### src/rtl/event_palette_compositor.sv
// Event flash tracker and RGB222 colour stage: per-channel edge detect, frame-counted hold,
// fixed-priority background select. Optional frame blink under EVENT_PALETTE_BLINK_EN.
module event_palette_compositor #(
  parameter int          NUM_EVENTS  = 4,
  parameter int          HOLD_FRAMES = 8,
  parameter int          HOLD_W      = 8,
  parameter logic [5:0]  IDLE_BG     = 6'b000000
`ifdef EVENT_PALETTE_BLINK_EN
  , parameter int        BLINK_FRAMES = 4
`endif
) (
  input  logic                    clk,
  input  logic                    reset,
  input  logic                    frame_end,
  input  logic                    video_active,
  input  logic                    pixel_value,
  input  logic [5:0]              fg_colour,
  input  logic [NUM_EVENTS-1:0]   event_in,
  input  logic [6*NUM_EVENTS-1:0] event_bg,
  output logic [1:0]              R,
  output logic [1:0]              G,
  output logic [1:0]              B,
  output logic [NUM_EVENTS-1:0]   active_mask,
  output logic [NUM_EVENTS-1:0]   event_start
);

  logic [NUM_EVENTS-1:0] prev_q;
  logic [NUM_EVENTS-1:0] event_start_q;
  logic [HOLD_W-1:0]     cnt_q [NUM_EVENTS];
  logic [5:0]            rgb_q;
  logic [5:0]            rgb_d;
  logic [5:0]            bg_sel;
  logic [5:0]            bg_eff;

  always_ff @(posedge clk) begin
    if (reset) begin
      prev_q        <= '0;
      event_start_q <= '0;
    end else begin
      prev_q        <= event_in;
      event_start_q <= event_in & ~prev_q;
    end
  end

  for (genvar gi = 0; gi < NUM_EVENTS; gi++) begin : g_chan
    // A live input reloads the hold, so reload takes precedence over the frame decrement.
    always_ff @(posedge clk) begin
      if (reset) begin
        cnt_q[gi] <= '0;
      end else if (event_in[gi]) begin
        cnt_q[gi] <= HOLD_W'(HOLD_FRAMES);
      end else if (frame_end && (cnt_q[gi] != '0)) begin
        cnt_q[gi] <= cnt_q[gi] - HOLD_W'(1);
      end
    end

    assign active_mask[gi] = ~reset & ((cnt_q[gi] != '0) | event_in[gi]);
  end

  // Ascending scan: the highest active index overwrites lower ones.
  always_comb begin
    bg_sel = IDLE_BG;
    for (int i = 0; i < NUM_EVENTS; i++) begin
      if (active_mask[i]) bg_sel = event_bg[6*i +: 6];
    end
  end

`ifdef EVENT_PALETTE_BLINK_EN
  localparam int PH_W = (BLINK_FRAMES > 1) ? $clog2(BLINK_FRAMES) : 1;
  logic [PH_W-1:0] phase_q;
  logic            blink_q;

  // Phase restarts whenever nothing is flashing, so each flash opens visible.
  always_ff @(posedge clk) begin
    if (reset || (active_mask == '0)) begin
      phase_q <= '0;
      blink_q <= 1'b0;
    end else if (frame_end) begin
      if (phase_q == PH_W'(BLINK_FRAMES - 1)) begin
        phase_q <= '0;
        blink_q <= ~blink_q;
      end else begin
        phase_q <= phase_q + PH_W'(1);
      end
    end
  end

  assign bg_eff = blink_q ? IDLE_BG : bg_sel;
`else
  assign bg_eff = bg_sel;
`endif

  always_comb begin
    rgb_d = bg_eff;
    if (!video_active)   rgb_d = 6'b000000;
    else if (pixel_value) rgb_d = fg_colour;
  end

  always_ff @(posedge clk) begin
    if (reset) rgb_q <= '0;
    else       rgb_q <= rgb_d;
  end

  assign R           = rgb_q[5:4];
  assign G           = rgb_q[3:2];
  assign B           = rgb_q[1:0];
  assign event_start = event_start_q;

endmodule
### config.mk
export PLATFORM = sky130hd
export DESIGN_NAME = event_palette_compositor
export DESIGN_NICKNAME = d
export VERILOG_FILES = /design/src/rtl/event_palette_compositor.sv
export SDC_FILE = /design/constraint.sdc
export NUM_CORES = 1
export LEC_CHECK = 0
export BUFFER_PORTS_ARGS = -buffer_cell sky130_fd_sc_hd__buf_2
export CORE_ASPECT_RATIO = 0.9
export CORE_MARGIN = 2
export CORE_UTILIZATION = 55
export CTS_CLUSTER_SIZE = 8
export DETAILED_ROUTE_END_ITERATION = 8
export PLACE_DENSITY = 0.85
export SKIP_CTS_REPAIR_TIMING = 1
export SLEW_MARGIN = 20
export SYNTH_ARGS = -nofsm -noshare
export SYNTH_HDL_FRONTEND = slang
export SYNTH_SLANG_ARGS = --single-unit
### constraint.sdc
create_clock -name clk -period 3.52 [get_ports clk]
set_clock_uncertainty 0.05 [all_clocks]
set_input_delay 0.176 -clock clk [delete_from_list [all_inputs] [get_ports clk]]
set_output_delay 0.176 -clock clk [all_outputs]
set_load 0.005 [all_outputs]
==> results of run 1 <==
## worst min path at each step
| stage | endpoint | start | slack, ns | cells after the start |
|---|---|---|---|---|
| 2_1_floorplan | prev_q[0] | event_in[0] | 0.26 | 2 |
| 3_3_place_gp | event_start[2] | prev_q[2] | 0.32 | 1 |
| 3_5_place_dp | event_start[2] | prev_q[2] | 0.33 | 1 |
| 4_1_cts | rgb_q[4] | event_bg[22] | 0.05 | 3 |
| 5_1_grt | rgb_q[4] | event_bg[22] | 0.05 | 3 |
| 6_report | rgb_q[1] | event_bg[19] | 0.06 | 3 |
## routing by layer
layer	global-route usage, %	vias up	part of all wire [%]
met5	0	-	0
met4	8.864	0	1.6
met3	4.167	8	4.7
met2	35.94	41	49
met1	27.17	969	45
li1	-	996	-
## worst reg2reg max path: stages (launching register included)
cell	delay (ns)
edfxtp_1	0.43
inv_1	0.08
ha_1	0.17
nor3b_2	0.26
nand2_1	0.18
or3_1	0.35
a211o_1	0.42
## power breakdown
part | switching (mW) | internal (mW)
Clock | 0.164 | 0.141
Sequential | 0.0536 | 0.635
Combinational | 0.165 | 0.146
Total | 0.383 | 0.922
## cells in the final DEF (no fill, tap or decap), drive strengths merged, types with 8 or more instances in the layout
cell,count
a21oi,12
buf,52
clkbuf,8
dfxtp,14
edfxtp,32
inv,23
nand2,9
nand2b,12
nor2,45
o21ai,9
xnor2,18
## cell type report
| cell class | count | area, um2 |
|---|---|---|
| Timing Repair Buffer | 52 | 260.3 |
| Clock buffer | 8 | 80.08 |
| Sequential cell | 46 | 1241 |
| Inverter | 23 | 86.33 |
| Tap cell | 62 | 77.57 |
| Fill cell | 351 | 1506 |
| Multi-Input combinational cell | 177 | 1209 |
## state kept, by name, indices dropped and copies added (netlist names)
name / flops
event_start: 4
prev_q: 4
rgb_q: 6
cnt_q: 32
## logic make-up (layout without fill, tap and decap cells)
kind of cell	after synthesis	in the layout	synth area share, %
AOI/OAI and AO/OA	48	48	13.28
xor gates and xnor gates	24	24	8.203
adders and majority gates	7	7	3.418
buffers and inverters	28	83	4.395
DFF	46	46	48.44
and+or+nand+nor	98	98	22.27
==> summary.md, run 1 <==
| Metric | Value |
|---|---|
| Starting Density | `57.45%` |
| CTS tree | `built` |
| CP Depth | `6` |
| Post-layout util | `66.23%` |
| GRT Total Usage | `21.12%` |
| Vias in the first global route | `1837` |
| DRC | `0` |
| Synth warn | `0` |
| GR Overflow Total | `0` |
| RSZ-0062 raised after global routing | `false` |
| Layout cells sized above 1 | `23.86%` |
| Cell Pwr Density | `441.7 mW/mm2` |
| Element type at the critical path end | `register` |
| Syn Nets | `297` |
| Chip height | `68.76 um` |
| Final worst path period share | `63.00%` |
| First-pass GRT wire length | `8.390 mm` |
| H-Tree Depth | `2` |
| Ports | `53` |
| Sequential area share after synthesis | `48.44%` |
| Cell Area, Placed | `0.002874 mm2` |
| Core Rows | `23` |
| Post-Place Worst Slack | `1.340 ns` |
| Worst R2R Setup Slack | `1.30 ns` |
| CP peak stage delay | `0.43 ns` |
| CP delay by family, top | `simple AND/OR/NAND/NOR gates` |
| Unique cell type count in the Yosys netlist | `41` |
| Area delta synth->final | `15.28%` |
| Placer congestion estimate | `0.8426` |
| Max_cap viols | `0` |
| Critical Path AT | `2.19 ns` |
| Clock-pin slew on the worst setup and hold paths | `0.08 ns` |
| Horiz. Die Dim | `75.95 um` |
| CTS buffer count | `5` |
| Post-Syn Area | `0.002562 mm2` |
| Root buf cell | `clkbuf_8` |
| CP Launch Point | `cnt_q[3][0]` |
| Area leader, netlist | `edfxtp_1` |
| Most instantiated library cell after synthesis | `nor2_1` |
| Async S/R FF share, synth | `0%` |
| Worst-path cell chain | `inv_1 > ha_1 > nor3b_2 > nand2_1 > or3_1 > a211o_1` |
| Finish-stage setup viols | `0` |
| Placed Cells | `360` |
| Peak supply drop | `317.4 uV` |
| DR vias/cell | `5.473` |
| Drt initial violations | `125` |
| Max Fclk | `451.0 MHz` |
| List of most frequent post-synthesis cells | `nor2_1, edfxtp_1, inv_1, xnor2_1, dfxtp_1` |
| Setup ws final | `1.302 ns` |
| CTS sink cnt | `46` |
| Slew Limit Fails | `0` |
| Wire per inst | `14.59 um` |
| Finished Layout Cells | `368` |
| Area share of the largest cell type after synthesis | `37.50%` |
| I/O Buffers | `52` |
| Synth top area cells | `edfxtp_1, dfxtp_1, nor2_1, xnor2_1, ha_1` |
| Final hold violation count | `0` |
| Cell area after layout | `0.002954 mm2` |
| Slew Limit Headroom | `69.35%` |
| R2r worst-path depth | `6` |
| Final HPWL DP | `4.124 mm` |
| Critical path type | `register to register` |
| Avg Inst Size Synth | `10.21 um2` |
| Critical Path RT | `3.49 ns` |
| Power, Total | `1.305 mW` |
| CP startpoint kind | `register` |
| Min Clock Period, post-route | `2.218 ns` |
| Pin count of the biggest net entering global routing | `22` |
| Top_reg_cell synth | `edfxtp_1` |
| Worst-Margin Slew | `0.4564 ns` |
| Post-synthesis register bit count | `46` |
| DRT Pass-1 Iters | `4` |
| Cells after Synth | `251` |
| Setup TNS | `0 ns` |
| Via count | `2014` |
| Total Die Area | `0.005222 mm2` |
| Worst-path fanout max | `8` |
| EDFF count, synth | `32` |
| Outcome | `finished clean` |
| Worst skew pair latency | `0.30 ns` |
| Final net count | `351` |
| Leakage | `1.264 nW` |
| Antenna Violating Nets Remaining | `0` |
| DRT Wirelength | `5.370 mm` |
| Tightest Hold Check Type | `input port to register` |
| Crit path buf inv count | `1` |
| Antenna diodes | `0` |
| Core footprint | `0.004461 mm2` |
| Critical path's slowest cell | `edfxtp_1` |
| Initial antenna violation count | `0` |
| Last element of the critical path | `cnt_q[3][3]` |
| Clock buffer depth | `2` |
| Min Hold Slack | `0.05518 ns` |
| Reg2reg end | `cnt_q[3][3]` |
| FF-to-FF Start | `cnt_q[3][0]` |
Note: power is estimated with default switching activity, not from simulation.
==> run 2: changes to the inputs <==
--- a/config.mk
+++ b/config.mk
@@ -8,10 +8,10 @@
 export BUFFER_PORTS_ARGS = -buffer_cell sky130_fd_sc_hd__buf_2
 export CORE_ASPECT_RATIO = 0.9
 export CORE_MARGIN = 2
-export CORE_UTILIZATION = 55
+export CORE_UTILIZATION = 49
 export CTS_CLUSTER_SIZE = 8
 export DETAILED_ROUTE_END_ITERATION = 8
-export PLACE_DENSITY = 0.85
+export PLACE_DENSITY = 0.8
 export SKIP_CTS_REPAIR_TIMING = 1
 export SLEW_MARGIN = 20
 export SYNTH_ARGS = -nofsm -noshare
==> constraint.sdc (replaced) <==
create_clock -name clk -period 2.01 [get_ports clk]
set_clock_uncertainty 0.05 [all_clocks]
set_input_delay 0.1005 -clock clk [delete_from_list [all_inputs] [get_ports clk]]
set_output_delay 0.1005 -clock clk [all_outputs]
set_load 0.005 [all_outputs]
==> run 2 against run 1 <==
  * Cell count increased by 5.7%
  * Utilization decreased by 3.0 points
  * Largest power group unchanged
  * Register-to-register slack got worse by 1.2 ns
  * Clock power increased by 85%
  * Critical path type unchanged
  * Design area increased by 6.1%
  * Critical endpoint unchanged
  * Highest routed layer unchanged
  * The flow now finishes with violations (negative hold slack)
==> summary.md, run 2 (synthesis results as in run 1) <==
| Metric | Value |
|---|---|
| CP startpoint kind | `register` |
| Pin count of the biggest net entering global routing | `21` |
| Core Rows | `24` |
| CTS sink cnt | `46` |
| Peak supply drop | `586.5 uV` |
| Worst R2R Setup Slack | `0.06 ns` |
| GRT Total Usage | `19.95%` |
| H-Tree Depth | `2` |
| Setup TNS | `0 ns` |
| Tightest Hold Check Type | `input port to register` |
| Worst-path fanout max | `8` |
| Critical path's slowest cell | `a211o_4` |
| Register area | `0.001241 mm2` |
| Min Hold Slack | `-0.03333 ns` |
| Worst-path cell chain | `inv_1 > ha_1 > nor3b_4 > nand2_1 > or3_1 > a211o_4` |
| Hold EP | `rgb_q[3]` |
| Wire per inst | `15.17 um` |
| Most frequent cells in the layout | `buf_2, nor2_1, edfxtp_1` |
| Final HPWL DP | `4.268 mm` |
| Initial antenna violation count | `0` |
| Outcome | `finished with violations` |
| R2r worst-path depth | `6` |
| Max Fclk | `511.9 MHz` |
| Slew Limit Headroom | `71.97%` |
| Failing checks | `negative hold slack` |
| Vias in the first global route | `1929` |
| Placer congestion estimate | `0.9212` |
| Finish-stage setup viols | `0` |
| DRT Pass-1 Iters | `4` |
| Area delta synth->final | `22.27%` |
| Starting Density | `51.72%` |
| Area of the multi-input gates | `0.001232 mm2` |
| Clock buffer depth | `2` |
| Power, Total | `2.388 mW` |
| CTS buffer count | `5` |
| I/O Buffers | `52` |
| Slew Limit Fails | `0` |
| Core footprint | `0.004955 mm2` |
| Worst hold start | `event_bg[21]` |
| Reg2reg end | `cnt_q[3][3]` |
| Horiz. Die Dim | `80.23 um` |
| Drt initial violations | `119` |
| Largest Register | `cnt_q` |
| Final worst path period share | `97.19%` |
| Critical path type | `register to register` |
| FF-to-FF Start | `cnt_q[3][0]` |
| GR Overflow Total | `0` |
| Leakage | `1.354 nW` |
| Ports | `53` |
| Fillers | `410` |
| DR vias/cell | `5.419` |
| Cell count of the worst hold path | `3` |
| Chip height | `72.61 um` |
| Worst-Margin Slew | `0.4192 ns` |
| Final net count | `369` |
| Commonest non-fill, non-tap cell in the layout | `buf_2` |
| Max_cap viols | `0` |
| Clock-pin slew on the worst setup and hold paths | `0.09 ns` |
| Layout cells sized above 1 | `27.78%` |
| DRC | `0` |
| Antenna diodes | `0` |
| Cell Pwr Density | `762.1 mW/mm2` |
| Critical Path AT | `1.96 ns` |
| CP peak stage delay | `0.40 ns` |
| RSZ-0062 raised after global routing | `false` |
| Via count | `2108` |
| Worst skew pair latency | `0.30 ns` |
| DRT Wirelength | `5.900 mm` |
| Root buf cell | `clkbuf_8` |
| Element type at the critical path end | `register` |
| CTS tree | `built` |
| Min Clock Period, post-route | `1.954 ns` |
| Critical Path RT | `2.02 ns` |
| Total Die Area | `0.005825 mm2` |
| First-pass GRT wire length | `8.742 mm` |
| Largest register FFs | `32` |
| Antenna Violating Nets Remaining | `0` |
| Final hold violation count | `1` |
| Largest regs | `cnt_q: 32 flops, rgb_q: 6 flops` |
## run 2: routing by layer
layer | share of wire [%] | global-route usage [%] | up-vias | routed length (um)
li1 | - | - | 1040 | -
met4 | 1.4 | 6.215 | 0 | 83
met2 | 50 | 34.26 | 56 | 2959
met5 | 0 | 0 | - | 0
met1 | 44 | 25.22 | 1003 | 2570
met3 | 4.8 | 4.455 | 9 | 286
## run 2: worst max-delay path by stage
stage                      startpoint     endpoint  cells after the start
after floorplan           cnt_q[3][0]  cnt_q[3][0]                      6
after global placement    cnt_q[3][1]  cnt_q[3][2]                      6
after detailed placement  cnt_q[2][0]     rgb_q[3]                      7
after CTS                 cnt_q[2][0]     rgb_q[3]                      7
after global routing      cnt_q[3][0]  cnt_q[3][3]                      6
final                     cnt_q[3][0]  cnt_q[3][3]                      6
## run 2: cell type report
cell class / count / share of cell area, %
sequential: 46 / 39.62
clock buffer: 7 / 2.436
timing repair buffer: 70 / 13.02
inverter: 23 / 2.756
multi-input combinational: 177 / 39.34
tap: 65 / 2.596
clock inverter: 1 / 0.2396
## run 2: worst max-delay path, delay by kind of cell, from the launching register on
kind / cells / cell delay [ns]
flops: 1 / 0.39
buf+inv: 1 / 0.07
fa+ha+maj: 1 / 0.18
simple gates: 3 / 0.60
compound gates: 1 / 0.40
## run 2: metrics by stage
step / instance area [um2] / utilization, % / worst slack (ns) / hold WS (ns) / std cells
after CTS: 3022 / 60.98 / -0.06686 / -0.04080 / 377
after global routing: 3133 / 63.23 / 0.0009681 / 0.01754 / 389
after global placement: 2938 / 59.29 / 0.1150 / 0.2788 / 369
final: 3133 / 63.23 / 0.05649 / -0.03333 / 389
after detailed placement: 2938 / 59.29 / 0.04038 / 0.2817 / 369
after floorplan: 2577 / - / 0.001776 / 0.1846 / 251
## run 2: where the power goes
group          internal (mW)  leakage (nW)  switching (mW)
clock network          0.247        0.0385           0.321
registers               1.11         0.477          0.0913
logic                  0.307         0.838           0.311
total                   1.66          1.35           0.723
